`src/rtl/branch_resolver.sv`:
```
// Branch resolver: queues fetch-time predictions, checks them against execute
// results in order, trains the predictor and raises a flush on mispredict.
module branch_resolver #(
  parameter int DEPTH = 4,
  parameter int AW    = 32
) (
  input  logic          clk,
  input  logic          rst_n,
  input  logic          rdy,
  input  logic          if_valid,
  input  logic [AW-1:0] if_pc,
  input  logic          if_jmp_e,
  input  logic [AW-1:0] if_pred,
  output logic          if_ready,
  input  logic          ex_valid,
  input  logic [AW-1:0] ex_pc,
  input  logic          ex_taken,
  input  logic [AW-1:0] ex_target,
  output logic          upd_jmp_r,
  output logic [AW-1:0] upd_addr_r,
  output logic          upd_change_e,
  output logic [AW-1:0] upd_target_addr,
  output logic [AW-1:0] upd_target_real,
  output logic          flush,
  output logic [AW-1:0] redirect_pc,
  output logic          err,
  output logic [31:0]   miss_cnt
);

  localparam int PW = (DEPTH > 1) ? $clog2(DEPTH) : 1;
  localparam logic [PW:0]   PTR_ONE = 1;
  localparam logic [AW-1:0] INSN_BYTES = 4;

  // Entry storage; no reset needed since validity comes from the pointers.
  logic [AW-1:0]    r_pc_mem   [DEPTH];
  logic [AW-1:0]    r_pred_mem [DEPTH];
  logic [DEPTH-1:0] r_jmp_mem;

  logic [PW:0]   r_wptr, r_rptr;
  logic          r_upd_jmp;
  logic [AW-1:0] r_upd_addr;
  logic          r_upd_change;
  logic [AW-1:0] r_upd_target_addr;
  logic [AW-1:0] r_upd_target_real;
  logic          r_flush;
  logic [AW-1:0] r_redirect_pc;
  logic          r_err;
  logic [31:0]   r_miss_cnt;

  logic          w_empty, w_full;
  logic          w_enq, w_resolve, w_mispred, w_err_set;
  logic [AW-1:0] w_head_pc, w_head_pred, w_head_seq;
  logic          w_head_jmp;
  logic [AW-1:0] w_correct_next, w_predicted_next;

  assign w_empty = (r_wptr == r_rptr);
  assign w_full  = (r_wptr[PW-1:0] == r_rptr[PW-1:0]) && (r_wptr[PW] != r_rptr[PW]);

  assign w_head_pc   = r_pc_mem[r_rptr[PW-1:0]];
  assign w_head_pred = r_pred_mem[r_rptr[PW-1:0]];
  assign w_head_jmp  = r_jmp_mem[r_rptr[PW-1:0]];
  assign w_head_seq  = w_head_pc + INSN_BYTES;

  assign w_correct_next   = ex_taken   ? ex_target   : w_head_seq;
  assign w_predicted_next = w_head_jmp ? w_head_pred : w_head_seq;

  // No bypass: a full queue stays closed even if the head resolves this cycle.
  assign if_ready = !w_full && !r_flush;

  assign w_enq     = rdy && if_valid && if_ready;
  // Results arriving during a flush belong to the wrong path.
  assign w_resolve = rdy && ex_valid && !w_empty && !r_flush;
  assign w_mispred = w_resolve && (w_predicted_next != w_correct_next);
  assign w_err_set = rdy && ex_valid && !r_flush && (w_empty || (ex_pc != w_head_pc));

  always_ff @(posedge clk) begin
    if (w_enq) begin
      r_pc_mem[r_wptr[PW-1:0]]   <= if_pc;
      r_pred_mem[r_wptr[PW-1:0]] <= if_pred;
      r_jmp_mem[r_wptr[PW-1:0]]  <= if_jmp_e;
    end
  end

  always_ff @(posedge clk or negedge rst_n) begin
    if (!rst_n) begin
      r_wptr <= '0;
      r_rptr <= '0;
    end else if (rdy) begin
      if (w_mispred) begin
        // Drop every queued entry and any same-cycle enqueue.
        r_rptr <= r_wptr;
      end else begin
        if (w_enq)     r_wptr <= r_wptr + PTR_ONE;
        if (w_resolve) r_rptr <= r_rptr + PTR_ONE;
      end
    end
  end

  always_ff @(posedge clk or negedge rst_n) begin
    if (!rst_n) begin
      r_upd_jmp         <= 1'b0;
      r_upd_addr        <= '0;
      r_upd_change      <= 1'b0;
      r_upd_target_addr <= '0;
      r_upd_target_real <= '0;
      r_flush           <= 1'b0;
      r_redirect_pc     <= '0;
      r_err             <= 1'b0;
      r_miss_cnt        <= '0;
    end else if (rdy) begin
      r_upd_jmp <= w_resolve;
      r_flush   <= w_mispred;
      if (w_resolve) begin
        r_upd_addr        <= w_head_pc;
        r_upd_change      <= ex_taken;
        r_upd_target_addr <= ex_target;
        r_upd_target_real <= w_correct_next;
      end
      if (w_mispred) begin
        r_redirect_pc <= w_correct_next;
        r_miss_cnt    <= r_miss_cnt + 32'd1;
      end
      if (w_err_set) r_err <= 1'b1;
    end
  end

  assign upd_jmp_r       = r_upd_jmp;
  assign upd_addr_r      = r_upd_addr;
  assign upd_change_e    = r_upd_change;
  assign upd_target_addr = r_upd_target_addr;
  assign upd_target_real = r_upd_target_real;
  assign flush           = r_flush;
  assign redirect_pc     = r_redirect_pc;
  assign err             = r_err;
  assign miss_cnt        = r_miss_cnt;

endmodule
```
`config.mk`:
```
export PLATFORM = sky130hd
export DESIGN_NAME = branch_resolver
export DESIGN_NICKNAME = d
export VERILOG_FILES = /design/src/rtl/branch_resolver.sv
export SDC_FILE = /design/constraint.sdc
export NUM_CORES = 1
export LEC_CHECK = 0
export CORE_MARGIN = 8
export CORE_UTILIZATION = 40
export CTS_CLUSTER_SIZE = 24
export DETAILED_ROUTE_END_ITERATION = 8
export PLACE_DENSITY = 0.69
export SLEW_MARGIN = 40
export SYNTH_ARGS = -nofsm -noshare
export SYNTH_HDL_FRONTEND = slang
export SYNTH_SLANG_ARGS = --single-unit
```
`constraint.sdc`:
```
create_clock -name clk -period 9.6 [get_ports clk]
set_clock_uncertainty 0.15 [all_clocks]
set_input_delay 2.4 -clock clk [delete_from_list [all_inputs] [get_ports clk]]
set_output_delay 2.4 -clock clk [all_outputs]
set_load 0.05 [all_outputs]
```
### Word-level counts from Yosys, hierarchy flattened

Memories as Yosys holds them, arrays and structs flattened.
Index checks and enable logic that the tools add are counted.

* word-level logic and storage cells: 59
* output and inout bits: 165
* flip-flop bits (word level): 174
* memories kept: 2
* memory bits (writable): 256

* reductions and logical operators: 21
* mux-type cells: 11
* $add $sub $neg: 4
* bitwise operators: 1
* equal/unequal tests: 5
* magnitude comparators: 3

Memory list
* r_pc_mem: depth 4, width 32, rd ports 1, clocked after memory_dff 0, write ports 1, line 35 `logic [AW-1:0] r_pc_mem [DEPTH];`
* r_pred_mem: depth 4, width 32, rd ports 1, clocked after memory_dff 0, write ports 1, line 36 `logic [AW-1:0] r_pred_mem [DEPTH];`

Operator list (count)
* $mux W32: 2
* $ne A32 B32 Y1: 2
* $add A32 B1 Y32 const B: 1
* $add A32 B3 Y32 const B: 1
* $logic_and A1 B1 Y1: 11
* $reduce_and A2 Y1: 4
* $add A3 B1 Y3 const B: 2
* $lt A2 B3 Y1 const B: 2
* $mux W3: 2
* $bwmux W4: 1
* $mux W1: 4
* $eq A3 B3 Y1: 1
* $logic_not A1 Y1: 3
* $reduce_and A3 Y1: 1
* $bmux W1 S2: 1
* $demux W1 S2: 1
* $eq A2 B2 Y1: 1
* $ge A2 B1 Y1 const B: 1
* $reduce_bool A2 Y1: 1
* $logic_or A1 B1 Y1: 1
* $ne A1 B1 Y1: 1
* $not A1 Y1: 1

### Logic depth before layout (Yosys ltp)

Gate-level depths: netlist of run 1.

* word-level depth: 7
* mapped depth: 18
* depth with buffers taken out: 13

### Worst setup path before layout of run 1

No wires, ideal clock.

* kind: register -> output
* start: reg r_rptr[1]
* end: out if_ready
* setup slack: 4.239 ns
* cell stages (with the launch flop): 10
* data required time: 7.050 ns
* data arrival time: 2.811 ns
* cell sequence: dfrtp_1 buf_2 buf_2 buf_2 buf_2 buf_2 buf_1 xor2_1 nor2_1 a21oi_1

* cells in the longest elaborated chain, start to end: 4

RTL lines
* start, declared: line 39 `logic [PW:0] r_wptr, r_rptr;`
* start signal, assigned: line 91 `r_rptr <= r_wptr;`
* start signal, assigned: line 94 `if (w_resolve) r_rptr <= r_rptr + PTR_ONE;`
* $eq A2 B2 Y1: line 57 `assign w_full = (r_wptr[PW-1:0] == r_rptr[PW-1:0]) && (r_wptr[PW] != r_rptr[PW]);`
* $logic_and A1 B1 Y1: line 57
* $logic_not A1 Y1: line 68 `assign if_ready = !w_full && !r_flush;`
* $logic_and A1 B1 Y1: line 68
* end, declared: line 14 `output logic if_ready,`

No other way between the ends.

### Worst setup path in the final report of run 1

* start: in ex_taken
* end: reg r_redirect_pc[31] (netlist: redirect_pc[31])

* cells in the longest elaborated chain, start to end: 4

RTL lines
* start, declared: line 17 `input logic ex_taken,`
* $mux W32 (*): line 64 `assign w_correct_next = ex_taken ? ex_target : w_head_seq;`
* $ne A32 B32 Y1: line 73 `assign w_mispred = w_resolve && (w_predicted_next != w_correct_next);`
* $logic_and A1 B1 Y1: line 73
* $reduce_and A2 Y1 (no line)
* end signal, assigned: line 120 `r_redirect_pc <= w_correct_next;`
* end, declared: line 46 `logic [AW-1:0] r_redirect_pc;`

Every way passes the cells marked *; elsewhere a longest branch is shown, timed or not.
A chain may end at the register's enable or synchronous reset.

==> impl_metrics.yaml, run 1 <==
status:
  outcome: "finished clean"
synth:
  synth_top_flop_cell: "edfxtp_1"
  synth.most_common_cell: "edfxtp_1"
  syn_area_um2: 19400
  syn_inst: 1419
  yosysTopAreaCell: "edfxtp_1"
  synthArstFlopShare_pct: 39.5
  ys_seq_area_share_pct: 62.2
  avgSynthCellArea_um2: 13.7
  ys_ff_latch: 430
  syn_nets: 1561
  ys_types: 76
  synth_area_leaders: "edfxtp_1 (40%), dfrtp_1 (22%), mux4_2 (7.4%)"
  synth-edff-count: 260
  ys.warnings.count: 0
  synth_top_area_share_pct: 40.3
  synth_common_cells: "edfxtp_1 (260), nand2_1 (243), dfrtp_1 (170)"
placed_design:
  gp_routability_congestion: 0.896
  post-place-cells: 2277
  io_buffer_count: 299
  hpwlAfterDp_um: 44000
clock_network:
  cts-buffers-inserted: 45
  post_cts_resize_count: 0
  postCtsSetupBuffers: 0
  clk_path_buf_depth: 3
  h-tree-depth: 2
  cts_tree: "yes"
  path_clk_slew_ns: 0.06
  cts_sinks: 430
  worst_skew_pair.late_latency_ns: 0.58
  root_buffer: "clkbuf_16"
  holdBufCountCts: 0
timing:
  finalCritPeriodShare_pct: 70.5
  min_period_ns: 6.77
  slew_headroom_pct: 41.4
  timing.hold.ws_ns: 0.325
  clock.fmax_mhz: 148
  finalMaxSlewViolations: 0
  worst_pin_slew_ns: 0.872
  tns_ns: 0
  final_hold_viol_count: 0
  finalSetupViolations: 0
  rsz0062_at_grt: "false"
drt:
  via_per_inst: 5.49
  wl_um: 59800
  drt_pass1_iterations: 7
  drc: 0
  dr_total_vias: 13000
  drt-initial-drc-count: 1122
  avgRoutedWirePerCell_um: 25.3
  ant_nets: 0
setup_path:
  path_class: "input pin to flip-flop"
  critPathCapture: "redirect_pc[31]"
  regToRegStartpoint: "r_rptr[0]"
  rr_endpoint: "redirect_pc[22]"
  critPathLaunchType: "input pin"
  critPathArrivalTime_ns: 7.07
  path_max_fanout: 29
  r2r_cells: 14
  cp-end-kind: "flip-flop"
  crit_required_ns: 9.90
  r2r_setup_slack_ns: 3.08
  crit_start: "ex_taken"
global_routing:
  grt_use_total_pct: 21.2
  grt_pass1_vias: 13300
  grt_overflow_total: 0
  grt_max_degree: 89
  antenna_found_initial: 6
  grt_pass1_wl_um: 89400
floorplanning:
  io_pins: 300
  core-area_um2: 47700
  rows: 80
  start_util_pct: 40.6
  fp.dieH_um: 236
  die_w_um: 236
  die_area_um2: 55700
power:
  power_density_nw_per_um2: 339
  p_leak_nw: 9.11
  ir_worst_vdd_v: 0.000176
  clockPowerShare_pct: 21.8
  power_switching_w: 0.00352
  p_sw_share_pct: 42.3
  comb_power_share_pct: 46.3
  p_seq_share_pct: 31.9
  internal_power_w: 0.00481
final_layout:
  finalCoreUtilization_pct: 51.4
  fin_nets: 1851
  syn_to_final_growth_pct: 26.8
  num-fill-cells: 4119
  fin_cells: 2361
  drive_above_1_share_pct: 12.0
min_path:
  hold_start: "upd_addr_r[25]"
  hp-class: "flip-flop to flip-flop"
flow_run:
  drv_cap: 0
worst max-delay path, cell delays in order:
cell and delay, ns:
clkdlybuf4s50_1 0.45, buf_4 0.33, inv_1 0.33, buf_4 0.35, nor2_1 0.67, a22oi_1 0.24, and3b_1 0.23, o32a_1 0.29
o22ai_1 0.16, a211oi_2 0.06, and3_1 0.31, a21oi_4 0.29, buf_4 0.49, mux2_2 0.40
cell type report:
type / instances / area [µm²] / area share, %
flip-flops and latches: 430 / 12100 / 49.1
multi-input cells: 873 / 6820 / 27.8
diodes: 2 / 5.00 / 0.0204
inverters: 40 / 150 / 0.611
clock buffers: 60 / 1300 / 5.28
repair buffers: 319 / 3190 / 13.0
well taps: 615 / 769 / 3.13
clock inverters: 22 / 264 / 1.07
cell families (layout without fill, tap and decap cells):
| family | Yosys count | in the layout | synth area share, % |
|---|---|---|---|
| other cells | 0 | 2 | 0 |
| compound gates | 162 | 162 | 5.59 |
| xor+xnor | 161 | 161 | 7.85 |
| mux | 131 | 131 | 11.3 |
| flops | 430 | 430 | 62.2 |
| fa+ha+maj | 7 | 7 | 0.452 |
| buf+inv | 116 | 441 | 2.79 |
| simple gates | 412 | 412 | 9.82 |
stage by stage:
stage	power (W)	instance area, µm²	worst slack, ns
2_1_floorplan	0.00519	19400	4.24
3_3_place_gp	0.00651	22900	2.47
3_5_place_dp	0.00656	23000	2.33
4_1_cts	0.00839	24500	2.94
5_1_grt	0.00870	24600	2.68
6_report	0.00833	24600	2.83
per-layer routing:
metal  GRT usage, %  up-vias  wire, µm
li1               -     5785         -
met1           29.2     6653     26600
met2           33.6      440     27900
met3           4.70       85      4030
met4           5.60       10      1230
met5              0        -        71
how the worst min path moves through the flow:
| stage | endpoint | cells after the start |
|---|---|---|
| after global placement | upd_target_addr[31] | 2 |
| final | upd_addr_r[25] | 2 |
| after CTS | upd_addr_r[25] | 2 |
| after detailed placement | upd_addr_r[25] | 2 |
| after floorplan | r_rptr[2] | 2 |
| after global routing | miss_cnt[31] | 1 |
layout by cell type, fill, tap and decap left out, types with 5 or more instances in the layout:
| cell | n |
|---|---|
| a211oi_1 | 6 |
| a21oi_1 | 18 |
| and2_1 | 6 |
| and3_1 | 15 |
| and4_1 | 5 |
| buf_4 | 14 |
| bufinv_16 | 5 |
| clkbuf_1 | 8 |
| clkbuf_16 | 49 |
| clkdlybuf4s50_1 | 298 |
| clkinv_2 | 8 |
| dfrtp_1 | 168 |
| edfxtp_1 | 260 |
| ha_1 | 7 |
| inv_1 | 39 |
| mux2_2 | 19 |
| mux2_4 | 9 |
| mux2i_1 | 39 |
| mux4_2 | 64 |
| nand2_1 | 243 |
| nand3_1 | 23 |
| nand4_1 | 21 |
| nor2_1 | 32 |
| nor3_1 | 21 |
| nor4_1 | 11 |
| nor4_2 | 5 |
| o2111ai_1 | 6 |
| o211ai_1 | 19 |
| o21ai_0 | 49 |
| o21ai_1 | 14 |
| o31ai_1 | 6 |
| xnor2_1 | 105 |
| xnor3_1 | 7 |
| xor2_1 | 48 |
flip-flops by register name (all words and copies together) (netlist names):
signal and flops:
err 1, flush 1, miss_cnt 32, r_jmp_mem 4, r_pc_mem 128, r_pred_mem 128
r_rptr 3, r_wptr 3, redirect_pc 32, upd_addr_r 32, upd_change_e 1, upd_jmp_r 1
upd_target_addr 32, upd_target_real 32
power by group through the flow:
stage | Sequential, W | Combinational (W) | Clock [W]
2_1_floorplan | 0.00356 | 0.00162 | 0
3_3_place_gp | 0.00268 | 0.00383 | 0
3_5_place_dp | 0.00269 | 0.00387 | 0
4_1_cts | 0.00266 | 0.00388 | 0.00185
5_1_grt | 0.00271 | 0.00407 | 0.00192
6_report | 0.00266 | 0.00385 | 0.00182
Note: power is estimated with default switching activity, not from simulation.
==> run 2, diff against run 1 <==
Settings changed: PLACE_DENSITY 0.69 to 0.72.
Clock period 9.6 ns to 6.05 ns, I/O delays scaled along.
==> run 2 against run 1 <==
Effect of this change:
- sequential share of layout area fell by 0.13 points
- sequential cell count unchanged
- total power rose by 58%
- hold slack worse by 0.0049 ns
- first-iteration DRC count rose by 20%
- register-to-register slack worse by 2.3 ns
- routed wire length grew 1.4%
- critical path depth decreased by 1
- combinational power up 62%
- non-clock buffer count grew 31
- critical path type is now flip-flop to flip-flop
- critical endpoint is now r_rptr[0]
==> impl_metrics.yaml, run 2 (synthesis gave the netlist of run 1 again) <==
setup_path:
  path_class: "flip-flop to flip-flop"
  critPathCapture: "r_rptr[0]"
  r2r_cells: 13
  crit_start: "r_rptr[0]"
  critPathArrivalTime_ns: 5.54
  crit_required_ns: 6.33
  regToRegStartpoint: "r_rptr[0]"
  r2r_setup_slack_ns: 0.79
  critPathMaxStageDelay_ns: 0.80
  path_cells: "mux4_2 > nand3_1 > or3_1 > nor4_1 > xnor2_1 > xor2_1 > a31oi_1 > nor4_1 > buf_4 > o2111a_1 > buf_4 > nand2_1 > o311ai_1"
  critPathLaunchType: "flip-flop"
  path_max_fanout: 27
  cp_top_family: "simple AND/OR/NAND/NOR gates"
  path_depth: 13
  crit_slowest_cell: "dfrtp_4"
  rr_endpoint: "r_rptr[0]"
  crit_buf_inv: 2
  cp-end-kind: "flip-flop"
global_routing:
  grt_pass1_wl_um: 88800
  grt_use_total_pct: 21.1
  grt_max_degree: 94
  grt_overflow_total: 0
  grt_pass1_vias: 13500
  antenna_found_initial: 6
timing:
  tns_ns: 0
  min_period_ns: 5.26
  worst_pin_slew_ns: 0.760
  timing.hold.ws_ns: 0.320
  rsz0062_at_grt: "false"
  slew_headroom_pct: 49.3
  final_hold_viol_count: 0
  finalCritPeriodShare_pct: 87.0
  finalMaxSlewViolations: 0
  finalSetupViolations: 0
  clock.fmax_mhz: 190
floorplanning:
  core-area_um2: 47700
  die_area_um2: 55700
  rows: 80
  fp.dieH_um: 236
  start_util_pct: 40.6
  die_w_um: 236
  io_pins: 300
clock_network:
  path_clk_slew_ns: 0.06
  worst_skew_pair.late_latency_ns: 0.57
  post_cts_resize_count: 0
  cts_sinks: 430
  cts-buffers-inserted: 44
  postCtsSetupBuffers: 0
  cts_tree: "yes"
  h-tree-depth: 2
  holdBufCountCts: 0
  clk_path_buf_depth: 3
  root_buffer: "clkbuf_16"
drt:
  avgRoutedWirePerCell_um: 25.4
  drt_pass1_iterations: 8
  drt-initial-drc-count: 1350
  wl_um: 60700
  drc: 0
  dr_total_vias: 13200
  ant_nets: 0
  via_per_inst: 5.54
final_layout:
  layout_common_cells: "clkdlybuf4s50_1 (298), edfxtp_1 (260), nand2_1 (243)"
  syn_to_final_growth_pct: 27.1
  layout_commonest_cell: "clkdlybuf4s50_1"
  multi_input_area_um2: 6810
  fin_nets: 1881
  drive_above_1_share_pct: 12.9
  fin_cells: 2389
  ff_latch_area_um2: 12100
  num-fill-cells: 4007
power:
  power_density_nw_per_um2: 533
  ir_worst_vdd_v: 0.000249
  p_leak_nw: 9.19
placed_design:
  io_buffer_count: 299
  gp_routability_congestion: 0.926
  post-place-cells: 2308
  hpwlAfterDp_um: 45400
min_path:
  hp-class: "flip-flop to flip-flop"
flow_run:
  drv_cap: 0
status:
  outcome: "finished clean"
## run 2: worst min-delay path by stage
stage | from | end | slack [ns] | depth (start not counted)
after floorplan | r_rptr[2] | r_rptr[2] | 0.38 | 2
after global placement | upd_target_addr[5] | upd_target_addr[5] | 0.31 | 2
after detailed placement | upd_addr_r[21] | upd_addr_r[21] | 0.31 | 2
after CTS | miss_cnt[31] | miss_cnt[31] | 0.32 | 1
after global routing | miss_cnt[31] | miss_cnt[31] | 0.33 | 1
final | miss_cnt[31] | miss_cnt[31] | 0.32 | 1
## run 2: final cells by class
class                           instances  share of cell area (%)
Sequential cell                       430                    49.0
Tap cell                              615                    3.12
Clock buffer                           63                    5.05
Antenna cell                            2                  0.0203
Timing Repair Buffer                  350                    13.9
Multi-Input combinational cell        873                    27.6
Inverter                               40                   0.610
Clock inverter                         16                   0.676
## run 2: through the flow
step           worst slack (ns)  instance area [µm²]  total power, W  utilization (%)
2_1_floorplan              1.58                19400         0.00823                -
3_3_place_gp              0.614                23200          0.0104             48.5
3_5_place_dp              0.807                23200          0.0105             48.6
4_1_cts                   0.769                24600          0.0132             51.6
5_1_grt                   0.419                24600          0.0137             51.6
6_report                  0.789                24600          0.0131             51.6
## run 2: layer usage
metal  vias to the layer above  GRT usage, %  routed length, µm
met1                      6701          28.7              25700
met5                         -             0                 36
li1                       5843             -                  -
met2                       598          34.1              28500
met4                         6          5.01               1350
met3                        83          4.97               5020
## run 2: power by group
group	internal, W	leakage [nW]	switching [W]	total [W]
logic	0.00220	4.05	0.00403	0.00623
clock network	0.00156	0.683	0.00112	0.00268
registers	0.00378	4.45	0.000438	0.00422
